`src/rtl/cla_seq_pkg.sv`:
```
// Shared types and constants for the byte-serial carry-lookahead adder.
package cla_seq_pkg;
  localparam int BYTE_W     = 8;
  localparam int NBYTES_DEF = 4;

  typedef enum logic [1:0] {IDLE, ADD, DONE} state_e;
endpackage

```
`src/rtl/cla_seq_adder32_if.sv`:
```
// Request/result bundle of cla_seq_adder32; the slave side is the adder.
interface cla_seq_adder32_if
  import cla_seq_pkg::*;
#(
  parameter int NBYTES = NBYTES_DEF
);
  logic                     in_valid;
  logic                     in_ready;
  logic [NBYTES*BYTE_W-1:0] a;
  logic [NBYTES*BYTE_W-1:0] b;
  logic                     cin;
  logic                     sub;
  logic                     out_valid;
  logic                     out_ready;
  logic [NBYTES*BYTE_W-1:0] sum;
  logic                     cout;
  logic                     ovf;
  logic                     busy;

  modport master (
    output in_valid, a, b, cin, sub, out_ready,
    input  in_ready, out_valid, sum, cout, ovf, busy
  );

  modport slave (
    input  in_valid, a, b, cin, sub, out_ready,
    output in_ready, out_valid, sum, cout, ovf, busy
  );
endinterface

```
`src/rtl/cla_seq_adder32_fcla8.sv`:
```
// fcla8: 8-bit carry-lookahead adder exporting group generate/propagate.
module fcla8
  import cla_seq_pkg::*;
(
  input  logic [BYTE_W-1:0] a_i,
  input  logic [BYTE_W-1:0] b_i,
  input  logic              cin_i,
  output logic [BYTE_W-1:0] sum_o,
  output logic              g_o,
  output logic              p_o
);
  logic [BYTE_W-1:0] gen;
  logic [BYTE_W-1:0] prop;
  logic [BYTE_W-1:0] carry;
  logic              run_g;
  logic              run_p;

  assign gen  = a_i & b_i;
  assign prop = a_i ^ b_i;

  // Every carry is formed from the running group G/P and cin_i, never rippled.
  // NOTE: blocking '=' here; run_g/run_p are scratch values consumed in the same pass.
  always_comb begin
    run_g    = 1'b0;
    run_p    = 1'b1;
    carry    = '0;
    carry[0] = cin_i;
    for (int i = 0; i < BYTE_W; i++) begin
      run_g = gen[i] | (prop[i] & run_g);
      run_p = run_p & prop[i];
      if (i < BYTE_W - 1) carry[i+1] = run_g | (run_p & cin_i);
    end
    sum_o = prop ^ carry;
    g_o   = run_g;
    p_o   = run_p;
  end
endmodule

```
`src/rtl/cla_seq_adder32.sv`:
```
// Byte-serial adder/subtractor: one fcla8 pass per cycle, LSB byte first.
module cla_seq_adder32
  import cla_seq_pkg::*;
#(
  parameter int NBYTES = NBYTES_DEF
) (
  input  logic               clk,
  input  logic               rst_n,
  cla_seq_adder32_if.slave   bus
);
  localparam int W     = NBYTES * BYTE_W;
  localparam int IDX_W = $clog2(NBYTES);

  state_e             state_q, state_d;
  logic [W-1:0]       a_q, a_d;
  logic [W-1:0]       b_q, b_d;
  logic [W-1:0]       sum_q, sum_d;
  logic [IDX_W-1:0]   idx_q, idx_d;
  logic               carry_q, carry_d;
  logic               ovf_q, ovf_d;

  logic [BYTE_W-1:0]  byte_a;
  logic [BYTE_W-1:0]  byte_b;
  logic [BYTE_W-1:0]  byte_sum;
  logic               grp_g;
  logic               grp_p;
  logic               last_byte;

  assign byte_a    = a_q[idx_q*BYTE_W +: BYTE_W];
  assign byte_b    = b_q[idx_q*BYTE_W +: BYTE_W];
  assign last_byte = (idx_q == IDX_W'(NBYTES - 1));

  fcla8 u_fcla8 (
    .a_i   (byte_a),
    .b_i   (byte_b),
    .cin_i (carry_q),
    .sum_o (byte_sum),
    .g_o   (grp_g),
    .p_o   (grp_p)
  );

  // NOTE: sequential state uses '<=' so every register samples pre-edge values.
  always_ff @(posedge clk or negedge rst_n) begin
    if (!rst_n) begin
      state_q <= IDLE;
      a_q     <= '0;
      b_q     <= '0;
      sum_q   <= '0;
      idx_q   <= '0;
      carry_q <= 1'b0;
      ovf_q   <= 1'b0;
    end else begin
      state_q <= state_d;
      a_q     <= a_d;
      b_q     <= b_d;
      sum_q   <= sum_d;
      idx_q   <= idx_d;
      carry_q <= carry_d;
      ovf_q   <= ovf_d;
    end
  end

  // NOTE: every next-state value gets a default first so no latch can be inferred.
  always_comb begin
    state_d = state_q;
    a_d     = a_q;
    b_d     = b_q;
    sum_d   = sum_q;
    idx_d   = idx_q;
    carry_d = carry_q;
    ovf_d   = ovf_q;
    unique case (state_q)
      IDLE: begin
        if (bus.in_valid) begin
          // Subtraction is A + ~B + 1, so cin is overridden by sub.
          a_d     = bus.a;
          b_d     = bus.b ^ {W{bus.sub}};
          carry_d = bus.sub ? 1'b1 : bus.cin;
          idx_d   = '0;
          state_d = ADD;
        end
      end
      ADD: begin
        sum_d[idx_q*BYTE_W +: BYTE_W] = byte_sum;
        carry_d = grp_g | (grp_p & carry_q);
        idx_d   = idx_q + 1'b1;
        if (last_byte) begin
          ovf_d   = (a_q[W-1] == b_q[W-1]) & (byte_sum[BYTE_W-1] != a_q[W-1]);
          idx_d   = '0;
          state_d = DONE;
        end
      end
      DONE: begin
        if (bus.out_ready) state_d = IDLE;
      end
      default: state_d = IDLE;
    endcase
  end

  assign bus.in_ready  = (state_q == IDLE);
  assign bus.out_valid = (state_q == DONE);
  assign bus.busy      = (state_q != IDLE);
  assign bus.sum       = sum_q;
  assign bus.cout      = carry_q;
  assign bus.ovf       = ovf_q;
endmodule

```
`src/flat_wrapper.sv`:
```
// flat-port wrapper written by rule: the top's interface ports become plain ports
module cla_seq_adder32_flat import cla_seq_pkg::*;
#(
  parameter int NBYTES = NBYTES_DEF
)
  (clk, rst_n, bus_in_valid, bus_a, bus_b, bus_cin, bus_sub, bus_out_ready, bus_in_ready, bus_out_valid, bus_sum, bus_cout, bus_ovf, bus_busy);
  cla_seq_adder32_if #(.NBYTES(NBYTES)) bus_i ();
  input  logic clk;
  input  logic rst_n;
  input wire logic [$bits(bus_i.in_valid)-1:0] bus_in_valid;
  input wire logic [$bits(bus_i.a)-1:0] bus_a;
  input wire logic [$bits(bus_i.b)-1:0] bus_b;
  input wire logic [$bits(bus_i.cin)-1:0] bus_cin;
  input wire logic [$bits(bus_i.sub)-1:0] bus_sub;
  input wire logic [$bits(bus_i.out_ready)-1:0] bus_out_ready;
  output wire logic [$bits(bus_i.in_ready)-1:0] bus_in_ready;
  output wire logic [$bits(bus_i.out_valid)-1:0] bus_out_valid;
  output wire logic [$bits(bus_i.sum)-1:0] bus_sum;
  output wire logic [$bits(bus_i.cout)-1:0] bus_cout;
  output wire logic [$bits(bus_i.ovf)-1:0] bus_ovf;
  output wire logic [$bits(bus_i.busy)-1:0] bus_busy;
  assign bus_i.in_valid = bus_in_valid;
  assign bus_i.a = bus_a;
  assign bus_i.b = bus_b;
  assign bus_i.cin = bus_cin;
  assign bus_i.sub = bus_sub;
  assign bus_i.out_ready = bus_out_ready;
  assign bus_in_ready = bus_i.in_ready;
  assign bus_out_valid = bus_i.out_valid;
  assign bus_sum = bus_i.sum;
  assign bus_cout = bus_i.cout;
  assign bus_ovf = bus_i.ovf;
  assign bus_busy = bus_i.busy;
  cla_seq_adder32 #(.NBYTES(NBYTES)) u_core (.clk(clk), .rst_n(rst_n), .bus(bus_i));
endmodule
```
`config.mk`:
```
export PLATFORM = sky130hd
export DESIGN_NAME = cla_seq_adder32_flat
export DESIGN_NICKNAME = d
export VERILOG_FILES = /design/src/rtl/cla_seq_pkg.sv /design/src/rtl/cla_seq_adder32_if.sv /design/src/rtl/cla_seq_adder32_fcla8.sv /design/src/rtl/cla_seq_adder32.sv /design/src/flat_wrapper.sv
export SDC_FILE = /design/constraint.sdc
export NUM_CORES = 1
export LEC_CHECK = 0
export CORE_MARGIN = 1
export CORE_UTILIZATION = 46
export DETAILED_ROUTE_END_ITERATION = 16
export GPL_ROUTABILITY_DRIVEN = 1
export PLACE_DENSITY = 0.85
export SYNTH_ARGS = -nofsm -noshare
export SYNTH_HDL_FRONTEND = slang
export SYNTH_SLANG_ARGS = --single-unit
```
`constraint.sdc`:
```
create_clock -name clk -period 3 [get_ports clk]
set_input_delay 0.3 -clock clk [delete_from_list [all_inputs] [get_ports clk]]
set_output_delay 0.3 -clock clk [all_outputs]
set_load 0.01 [all_outputs]
```
==> flow_summary.json <==
{
  "pre_cts_ws_ns": 0.123,
  "ys_top_cells_by_area": "dfrtp_1, mux2_2, mux4_2, xnor2_1, a22o_1",
  "fin_crit_sh_pct": 95.9,
  "slew_headroom_pct": 43.6,
  "synthAdderAreaFrac_pct": 4.03,
  "worst_pin_slew_ns": 0.845,
  "final_common_cell": "clkdlybuf4s50_1",
  "cts.path.max_buffers": 2,
  "worstRegToRegCells": 8,
  "cts_buffers": 9,
  "crit_cells": 8,
  "syn_to_final_growth_pct": 30.3,
  "die_w_um": 105,
  "setup_ws_ns": 0.123,
  "synthMuxAreaShare_pct": 15.1,
  "clkLatencyLatePin_ns": 0.37,
  "coreArea_sq_mm": 0.0103,
  "grt_max_degree": 76,
  "yosysTopAreaCell": "dfrtp_1",
  "num_rows": 37,
  "finalPower_uw": 7750,
  "port_buffers": 106,
  "drv_cap": 0,
  "p_per_area_mw_per_mm2": 1230,
  "ios": 107,
  "fmax_mhz": 348,
  "cp_max_fo": 5,
  "h-tree-depth": 3,
  "start_kind": "register",
  "mostFrequentLayoutCells": "clkdlybuf4s50_1, dfrtp_1, nor2_1, a21oi_1, xnor2_1",
  "outcome": "completed",
  "start_util_pct": 47.2,
  "path_buf_inv": 1,
  "max_stage_delay_ns": 0.55,
  "detail_route.iter0.violations": 143,
  "ys_seq_elements": 102,
  "detail_route.wl_per_cell_um": 17.1,
  "antenna_found_initial": 0,
  "endpoint_kind": "register",
  "synth_simple_gate_area_share_pct": 7.15,
  "dieHeight_um": 105,
  "p_leak_uw": 0.00258,
  "clock-root-buffer": "clkbuf_8",
  "yosysSeqAreaShare_pct": 52.7,
  "post-cts-setup-buffers": 0,
  "irDropWorstVdd_mv": 0.664,
  "tritoncts": "done",
  "gr-total-overflow": 0,
  "fin_skew_ns": 0.0155,
  "clk_pin_slew_ns": 0.10,
  "dp_hpwl_um": 8430,
  "dr_total_vias": 3535,
  "hold_class": "primary input to asynchronous set/reset pin",
  "grt_pass1_vias": 3610,
  "drt_wl_total_um": 11000,
  "firstDrtPassIters": 4,
  "cts_sinks": 102,
  "worstPathArrival_ns": 3.12,
  "drc": 0,
  "maxSlewViolCount": 0,
  "avgSynthCellArea_sq_um": 12.3,
  "grt_pass1_wl_um": 18200,
  "place.gp.congestion": 0.807,
  "grt_usage_pct": 21.6,
  "antennaDiodeCount": 0,
  "synth_top_family_by_area": "multiplexers",
  "final_area_sq_mm": 0.00632,
  "crit_slowest_cell": "mux4_2",
  "hold_viol_final": 0,
  "setup_violations": 0,
  "worst_ep_required_time_ns": 3.25,
  "place_area_sq_mm": 0.00608,
  "yosysUniqueCellTypes": 42,
  "worstSetupPathType": "register to register",
  "period_minus_slack_ns": 2.88,
  "postSynthCellCount": 394,
  "cp_top_family": "compound AO/OA/AOI/OAI gates",
  "via_per_inst": 5.50,
  "drive_gt1_share_pct": 17.4,
  "synth_warnings": 0,
  "die-area_sq_mm": 0.0110,
  "synth_top_area_share_pct": 52.7,
  "synth_xor_area_share_pct": 6.69,
  "synth-compound-area-share_pct": 12.0,
  "syn_nets": 479,
  "crit_path_cell_trace": "buf_4 -> mux4_2 -> ha_1 -> a211oi_2 -> o21ai_2 -> a2111o_1 -> and4_4 -> o31a_1",
  "syn-cell-area_sq_mm": 0.00485,
  "final_util_pct": 61.5,
  "nets": 587,
  "ant_nets": 0
}
final timing paths:
kind / slack (ns) / start / endpoint
worst max-delay path: 0.12 / u_core.idx_q[0] / u_core.bus.ovf
worst min-delay path: 0.04 / rst_n / u_core.a_q[15]
worst max register to register: 0.12 / u_core.idx_q[0] / u_core.bus.ovf
worst min register to register: 0.51 / u_core.state_q[1] / u_core.state_q[0]
max in group asynchronous: 2.19 / rst_n / u_core.b_q[18]
min in group clk: 0.45 / bus_sub / u_core.bus.cout
worst register-to-register path: cells and delay by family (launching register included):
kind | cells | cell delay [ns]
buffers and inverters | 1 | 0.18
muxes | 1 | 0.55
adders and majority gates | 1 | 0.35
and+or+nand+nor | 1 | 0.20
AOI/OAI and AO/OA | 4 | 1.08
DFF | 1 | 0.41
stage by stage:
| step | setup TNS (ns) | instances | hold slack, ns |
|---|---|---|---|
| global route | -0.149 | 643 | 0.104 |
| finish | 0 | 643 | 0.0402 |
| floorplan | 0 | 394 | 0.00441 |
| CTS | 0 | 643 | 0.0717 |
| detailed placement | 0 | 627 | 0.466 |
| global placement | 0 | 627 | 0.453 |
power breakdown:
group | switching [uW] | total (uW) | internal, uW
combinational | 2360 | 4370 | 2000
sequential | 430 | 2410 | 1990
clock | 455 | 970 | 515
total | 3250 | 7750 | 4510
flip-flops by register name (all words and copies together), names as in the netlist:
name             cells
u_core.a_q          32
u_core.b_q          32
u_core.bus.cout      1
u_core.bus.ovf       1
u_core.bus.sum      32
u_core.idx_q         2
u_core.state_q       2
synthesized netlist by cell type:
master and instances:
nand2_1 15, xor2_1 1, nor4_2 1, nand2b_1 3, mux2i_1 1, xnor2_1 36
a211oi_2 1, inv_1 8, mux2_2 32, o21bai_1 2, nand2_2 1, nand3_1 1
fa_1 1, a22oi_1 1, o31a_1 1, or4_1 1, or3_1 2, a2111o_1 1
a21o_2 1, nor2_1 40, a21oi_1 37, and4_4 1, a211oi_1 1, buf_2 9
clkbuf_1 4, ha_1 14, buf_1 7, a2111oi_0 1, a22o_1 24, nand4_1 1
dfrtp_1 102, a31oi_1 1, and2_1 1, a41oi_1 1, nor3_1 2, and2_2 1
mux4_2 16, o21ai_2 1, nor3_2 3, o21a_1 1, o21ai_0 15, nor2b_1 1
cell type report:
class | count | area (sq um)
clock buffer | 11 | 151
clock inverter | 5 | 81.3
fill | 846 | 3960
inverter | 8 | 30.0
multi-input combinational | 264 | 2180
sequential | 102 | 2550
tap | 136 | 170
timing repair buffer | 117 | 1150
logic make-up after synthesis:
kind of cell	Yosys count
fa+ha+maj	15
mux	49
simple gates	74
flops	102
xor+xnor	37
buf+inv	28
compound gates	89
metal layers:
metal	share of wire (%)	routed length (um)	track usage, %
met3	4.9	543	4.68
met5	0	0	0
met1	41	4550	26.6
met2	52	5690	37.9
met4	2.0	220	6.74
timing repair:
| item | CTS | global route |
|---|---|---|
| endpoints found under the setup margin | 0 | 5 |
| hold buffers | 0 | 0 |
| hold endpoints to repair | 0 | 0 |
| gates resized for setup | 0 | 2 |
Note: power is estimated with default switching activity, not from simulation.
